--- config.mk ---
export PLATFORM = sky130hd
export DESIGN_NAME = ieee_div16
export DESIGN_NICKNAME = d
export VERILOG_FILES = /design/src/rtl/ieee_div16.sv
export SDC_FILE = /design/constraint.sdc
export NUM_CORES = 1
export LEC_CHECK = 0
export BUFFER_PORTS_ARGS = -buffer_cell sky130_fd_sc_hd__buf_2
export CAP_MARGIN = 10
export CORE_ASPECT_RATIO = 1.5
export CORE_MARGIN = 10
export CORE_UTILIZATION = 32
export DETAILED_ROUTE_END_ITERATION = 8
export PLACE_DENSITY = 0.49
export SLEW_MARGIN = 25
export SYNTH_ARGS = -nofsm -noshare
export SYNTH_HDL_FRONTEND = slang
export SYNTH_SLANG_ARGS = --single-unit
--- constraint.sdc ---
create_clock -name clk -period 7.65 [get_ports clk]
set_clock_uncertainty 0.2 [all_clocks]
set_input_delay 0.3825 -clock clk [delete_from_list [all_inputs] [get_ports clk]]
set_output_delay 0.3825 -clock clk [all_outputs]
set_load 0.1 [all_outputs]
--- src/rtl/ieee_div16.sv ---
// ieee_div16: sequential IEEE-754 binary16 divider, quotient = float_a / float_b.
//
// Mantissas are divided by radix-2 restoring division, one quotient bit per clock.
// The result is truncated, not rounded. Subnormal operands are flushed to zero.
// Exponent field 31 is not decoded as NaN/Inf; it is treated as a normal value.
// A divisor of zero returns signed infinity with div_by_zero set. A zero dividend
// returns +0. Both special cases finish in a single cycle.
//
// Ports
//   clk          clock, all state changes on the rising edge
//   rst_n        synchronous active-low reset; abandons any operation in progress
//   in_valid     operands presented on float_a / float_b
//   in_ready     idle and able to accept operands
//   float_a      dividend, binary16
//   float_b      divisor, binary16
//   out_valid    quotient / div_by_zero valid; held until out_ready
//   out_ready    consumer takes the result
//   quotient     result, binary16
//   div_by_zero  divisor was zero (qualifies quotient)

module ieee_div16 #(
  // Quotient bits produced; fixed by the binary16 format
  parameter int unsigned QBits = 12,
  // Exponent bias
  parameter int unsigned Bias  = 15
) (
  input  logic        clk,
  input  logic        rst_n,
  input  logic        in_valid,
  output logic        in_ready,
  input  logic [15:0] float_a,
  input  logic [15:0] float_b,
  output logic        out_valid,
  input  logic        out_ready,
  output logic [15:0] quotient,
  output logic        div_by_zero
);

  typedef enum logic [1:0] {
    StIdle,
    StDivide,
    StNorm,
    StDone
  } state_e;

  localparam logic [3:0] LastStep = 4'(QBits - 1);
  localparam logic [6:0] BiasExp  = 7'(Bias);

  // ---------------------------------------------------------------------------
  // State and datapath registers
  // ---------------------------------------------------------------------------
  state_e      state_q, state_d;

  logic        sign_q, sign_d;
  logic [4:0]  ea_q, ea_d;
  logic [4:0]  eb_q, eb_d;
  logic [10:0] divisor_q, divisor_d;
  logic [11:0] rem_q, rem_d;
  logic [11:0] q_q, q_d;
  logic [3:0]  cnt_q, cnt_d;
  logic [15:0] quot_q, quot_d;
  logic        dbz_q, dbz_d;

  // ---------------------------------------------------------------------------
  // Operand decode
  // ---------------------------------------------------------------------------
  logic accept;
  logic a_zero;
  logic b_zero;
  logic sign_in;

  assign accept  = in_valid && (state_q == StIdle);
  // Exponent field 0 covers both zero and subnormals, which are flushed
  assign a_zero  = (float_a[14:10] == 5'd0);
  assign b_zero  = (float_b[14:10] == 5'd0);
  assign sign_in = float_a[15] ^ float_b[15];

  // ---------------------------------------------------------------------------
  // Divide step
  // ---------------------------------------------------------------------------
  // One extra bit so that the sign of the trial subtraction is visible.
  logic [12:0] trial;
  logic        trial_ok;

  assign trial    = {1'b0, rem_q} - {2'b00, divisor_q};
  assign trial_ok = ~trial[12];

  // ---------------------------------------------------------------------------
  // Normalisation
  // ---------------------------------------------------------------------------
  // q/2^11 lies in (0.5, 2): either q[11] is the leading one, or q[10] is and
  // the exponent drops by one.
  logic signed [6:0] exp_e;
  logic [9:0]        mant_n;

  assign exp_e  = 7'({2'b00, ea_q}) - 7'({2'b00, eb_q})
                + (q_q[11] ? BiasExp : (BiasExp - 7'd1));
  assign mant_n = q_q[11] ? q_q[10:1] : q_q[9:0];

  // ---------------------------------------------------------------------------
  // FSM: state register
  // ---------------------------------------------------------------------------
  always_ff @(posedge clk) begin
    if (!rst_n) begin
      state_q <= StIdle;
    end else begin
      state_q <= state_d;
    end
  end

  // ---------------------------------------------------------------------------
  // FSM: next state
  // ---------------------------------------------------------------------------
  always_comb begin
    state_d = state_q;
    unique case (state_q)
      StIdle: begin
        if (accept) begin
          state_d = (a_zero || b_zero) ? StDone : StDivide;
        end
      end
      StDivide: begin
        if (cnt_q == LastStep) begin
          state_d = StNorm;
        end
      end
      StNorm: begin
        state_d = StDone;
      end
      StDone: begin
        if (out_ready) begin
          state_d = StIdle;
        end
      end
      default: begin
        state_d = StIdle;
      end
    endcase
  end

  // ---------------------------------------------------------------------------
  // FSM: outputs
  // ---------------------------------------------------------------------------
  always_comb begin
    in_ready    = (state_q == StIdle);
    out_valid   = (state_q == StDone);
    quotient    = quot_q;
    div_by_zero = dbz_q;
  end

  // ---------------------------------------------------------------------------
  // Datapath next state
  // ---------------------------------------------------------------------------
  always_comb begin
    sign_d    = sign_q;
    ea_d      = ea_q;
    eb_d      = eb_q;
    divisor_d = divisor_q;
    rem_d     = rem_q;
    q_d       = q_q;
    cnt_d     = cnt_q;
    quot_d    = quot_q;
    dbz_d     = dbz_q;

    unique case (state_q)
      StIdle: begin
        if (accept) begin
          sign_d    = sign_in;
          ea_d      = float_a[14:10];
          eb_d      = float_b[14:10];
          divisor_d = {1'b1, float_b[9:0]};
          rem_d     = {1'b0, 1'b1, float_a[9:0]};
          q_d       = 12'd0;
          cnt_d     = 4'd0;
          if (b_zero) begin
            // Divisor check wins over a zero dividend: 0/0 also flags
            quot_d = {sign_in, 5'h1F, 10'h000};
            dbz_d  = 1'b1;
          end else if (a_zero) begin
            quot_d = 16'h0000;
            dbz_d  = 1'b0;
          end
        end
      end

      StDivide: begin
        // The remainder stays below twice the divisor, so the shifted value
        // always fits in 12 bits.
        if (trial_ok) begin
          q_d   = {q_q[10:0], 1'b1};
          rem_d = {trial[10:0], 1'b0};
        end else begin
          q_d   = {q_q[10:0], 1'b0};
          rem_d = {rem_q[10:0], 1'b0};
        end
        cnt_d = cnt_q + 4'd1;
      end

      StNorm: begin
        dbz_d = 1'b0;
        if (exp_e <= 7'sd0) begin
          quot_d = 16'h0000;
        end else if (exp_e >= 7'sd31) begin
          quot_d = {sign_q, 5'h1F, 10'h000};
        end else begin
          quot_d = {sign_q, exp_e[4:0], mant_n};
        end
      end

      StDone: begin
        // Result held stable until taken
      end

      default: begin
      end
    endcase
  end

  // ---------------------------------------------------------------------------
  // Datapath registers
  // ---------------------------------------------------------------------------
  always_ff @(posedge clk) begin
    if (!rst_n) begin
      sign_q    <= 1'b0;
      ea_q      <= 5'd0;
      eb_q      <= 5'd0;
      divisor_q <= 11'd0;
      rem_q     <= 12'd0;
      q_q       <= 12'd0;
      cnt_q     <= 4'd0;
      quot_q    <= 16'h0000;
      dbz_q     <= 1'b0;
    end else begin
      sign_q    <= sign_d;
      ea_q      <= ea_d;
      eb_q      <= eb_d;
      divisor_q <= divisor_d;
      rem_q     <= rem_d;
      q_q       <= q_d;
      cnt_q     <= cnt_d;
      quot_q    <= quot_d;
      dbz_q     <= dbz_d;
    end
  end

endmodule

==> qor.yml <==
syn_area_mm2: 0.003881
seqCellArea_mm2: 0.001381
syn_to_final_growth_pct: 18.05
grt_overflow: 0
yosysUniqueCellTypes: 56
first_global_vias: 3482
numCtsBuffers: 9
clk_transition_reported_paths_ps: 60
fin_setup_tns_ps: 0
place_congestion: 0.8272
post-cts-setup-buffers: 0
setup_ws_ps: 4470
hold_viol_final: 0
track_usage_pct: 12.22
yosysSeqAreaShare_pct: 35.59
drc_errors: 0
worstPathCellList: "inv_1 > ha_1 > inv_1 > fa_1 > inv_1 > ha_1 > and2b_1 > nor4b_1 > a311oi_4 > a21oi_2 > o31ai_1"
initial_core_util_pct: 32.46
slew_headroom_pct: 41.53
rsz0062_at_grt: "no"
vias: 3444
yosysWarningCount: 0
power_per_cell_area_mw_per_mm2: 448.4
viasPerCell: 5.057
avgRoutedWirePerCell_um: 14.83
critPathMaxFanout: 10
io_buffers: 54
multiInputGateArea_mm2: 0.002296
dp_hpwl_um: 7629
finalCritPeriodShare_pct: 41.57
std_cell_rows: 49
setup_viol: 0
ys_ff_latch: 69
avgSynthCellArea_um2: 8.137
layout-drive-gt1-share_pct: 16.10
coreArea_mm2: 0.01196
clock_latency_ps: 330
start_kind: "flop"
crit_type: "reg2reg"
async_flop_share_pct: 0
synth_area_leaders: "dfxtp_1 36%, ha_1 7.4%, nand2_1 7.0%"
synth_edf_count: 0
stdcell_area_mm2: 0.004582
drv_slew: 0
worst_hold_slack_ps: 88.89
nets: 584
fp.dieArea_mm2: 0.01702
cp.arrival_ps: 3180
wl_um: 10100
firstDrtPassIters: 4
period_needed_ps: 3180
dp_slack_ps: 4448
fmax_mhz: 314.5
antenna_found_initial: 0
max_stage_delay_ps: 530
ant_nets: 0
grt_max_degree: 51
die_w_um: 109.9
crit_slowest_cell: "fa_1"
cts_root_buf: "clkbuf_16"
synth.net_count: 538
p_leak_nw: 1.936
netlist_instances: 477
hold_path_class: "in2reg"
status: "finished clean"
synth_flop_cell: "dfxtp_1"
ctsResizeCount: 0
yosysTopAreaCellShare_pct: 35.59
grt_pass1_wl_um: 16840
cts_tree: "done"
clockBufferDepth: 2
dpl_cell_area_mm2: 0.004270
worstMarginPinSlew_ps: 877.1
insertedDiodeCount: 0
fp.dieH_um: 154.9
cp_data_required_time_ps: 7650
first_iter_violations: 125
end_kind: "flop"
cts.sinks: 69
cap_violations: 0
io_pins: 55
htreeDepth: 3
holdBufCountCts: 0
irDropWorstVdd_mv: 0.1297
worst_path_most_repeated_cell: "inv_1"
fillCellCount: 1295
yosysTopAreaCell: "dfxtp_1"
[critical path, delay by kind of cell (launching register included)]
family	cells	cell delay (ps)
adder cells (fa/ha/maj)	3	1010
buffers and inverters	3	160
AND/OR/NAND/NOR	2	720
AO/OA/AOI/OAI	3	650
flip-flops	1	310
[logic make-up (layout without fill, tap and decap cells)]
logic type / after synthesis / count (layout) / share of synthesized area, %
DFF: 69 / 69 / 35.59
buffers and inverters: 52 / 103 / 5.351
AOI/OAI and AO/OA: 142 / 142 / 24.47
muxes: 19 / 19 / 4.900
and+or+nand+nor: 156 / 156 / 17.51
xor gates and xnor gates: 14 / 14 / 3.740
adders and majority gates: 25 / 25 / 8.446
[per-layer routing]
metal	global-route usage, %	vias up	share of wire, %
li1	-	1760	-
met1	14.07	1618	44
met2	20.70	55	50
met3	3.184	11	4.5
met4	4.851	0	1.5
met5	0	-	0
[path summary, 6_finish.rpt]
kind | start | endpoint | slack (ps) | cells after the start
max reg2reg | ea_q[0]$_SDFFE_PN0P_ | quotient[2]$_SDFFE_PN0P_ | 4470 | 11
min | float_b[3] | divisor_q[3]$_SDFFE_PN0P_ | 90 | 3
min reg2reg | quotient[5]$_SDFFE_PN0P_ | quotient[5]$_SDFFE_PN0P_ | 250 | 2
max | ea_q[0]$_SDFFE_PN0P_ | quotient[2]$_SDFFE_PN0P_ | 4470 | 11
[registers in the layout (all words and copies together) (netlist names)]
name	flops
div_by_zero	1
divisor_q	11
state_q	2
ea_q	5
sign_q	1
rem_q	12
quotient	16
eb_q	5
q_q	12
cnt_q	4
[power breakdown]
group          internal (mW)  total (mW)  switching, mW
Sequential             0.425       0.474         0.0481
Clock                  0.277       0.432          0.155
Combinational          0.427        1.15          0.722
Total                   1.13        2.05          0.925
[Yosys cell counts (all sizes together), types with 5 or more instances]
master and instances:
a21o 9, inv 31, o31ai 12, nor2 44, a21oi 54, and2 6, xnor2 9, dfxtp 69
xor2 5, clkbuf 19, or2 5, a22oi 14, nand3 6, nor3 6, mux2i 19, ha 23
o21ai 19, nand2 72
[through the flow]
step,instances,utilization [%],total power [mW]
final,681,38.33,2.055
after global routing,681,38.33,2.225
after CTS,681,38.33,2.076
after detailed placement,665,35.72,1.636
after global placement,665,35.72,1.621
after floorplan,477,-,1.410
[cell usage in the layout (no fill, tap or decap), types with 3 or more instances in the layout]
cell type   n
a21o_1      9
xor2_1      3
or2_1       3
o31ai_1    12
ha_1       23
nand2b_1    4
nor2_1     44
a21oi_1    50
clkbuf_16   9
a221oi_1    4
nor2b_1     3
nor3_1      6
dfxtp_1    69
buf_2      54
inv_1      31
nand3_1     6
a211oi_1    3
a211o_1     4
a22oi_1    14
clkbuf_8    3
and2_1      5
clkinv_2    3
nand2_1    72
a21oi_2     4
xnor2_1     8
o311a_1     3
mux2i_1    19
o211a_1     3
o21ai_0    17
[layout make-up]
type | count | area share (%)
clock inverters | 4 | 0.9831
clock buffers | 12 | 5.817
well taps | 153 | 4.178
multi-input cells | 356 | 50.11
repair buffers | 56 | 6.226
flip-flops and latches | 69 | 30.15
inverters | 31 | 2.540
(Power assumes the default switching activity.)
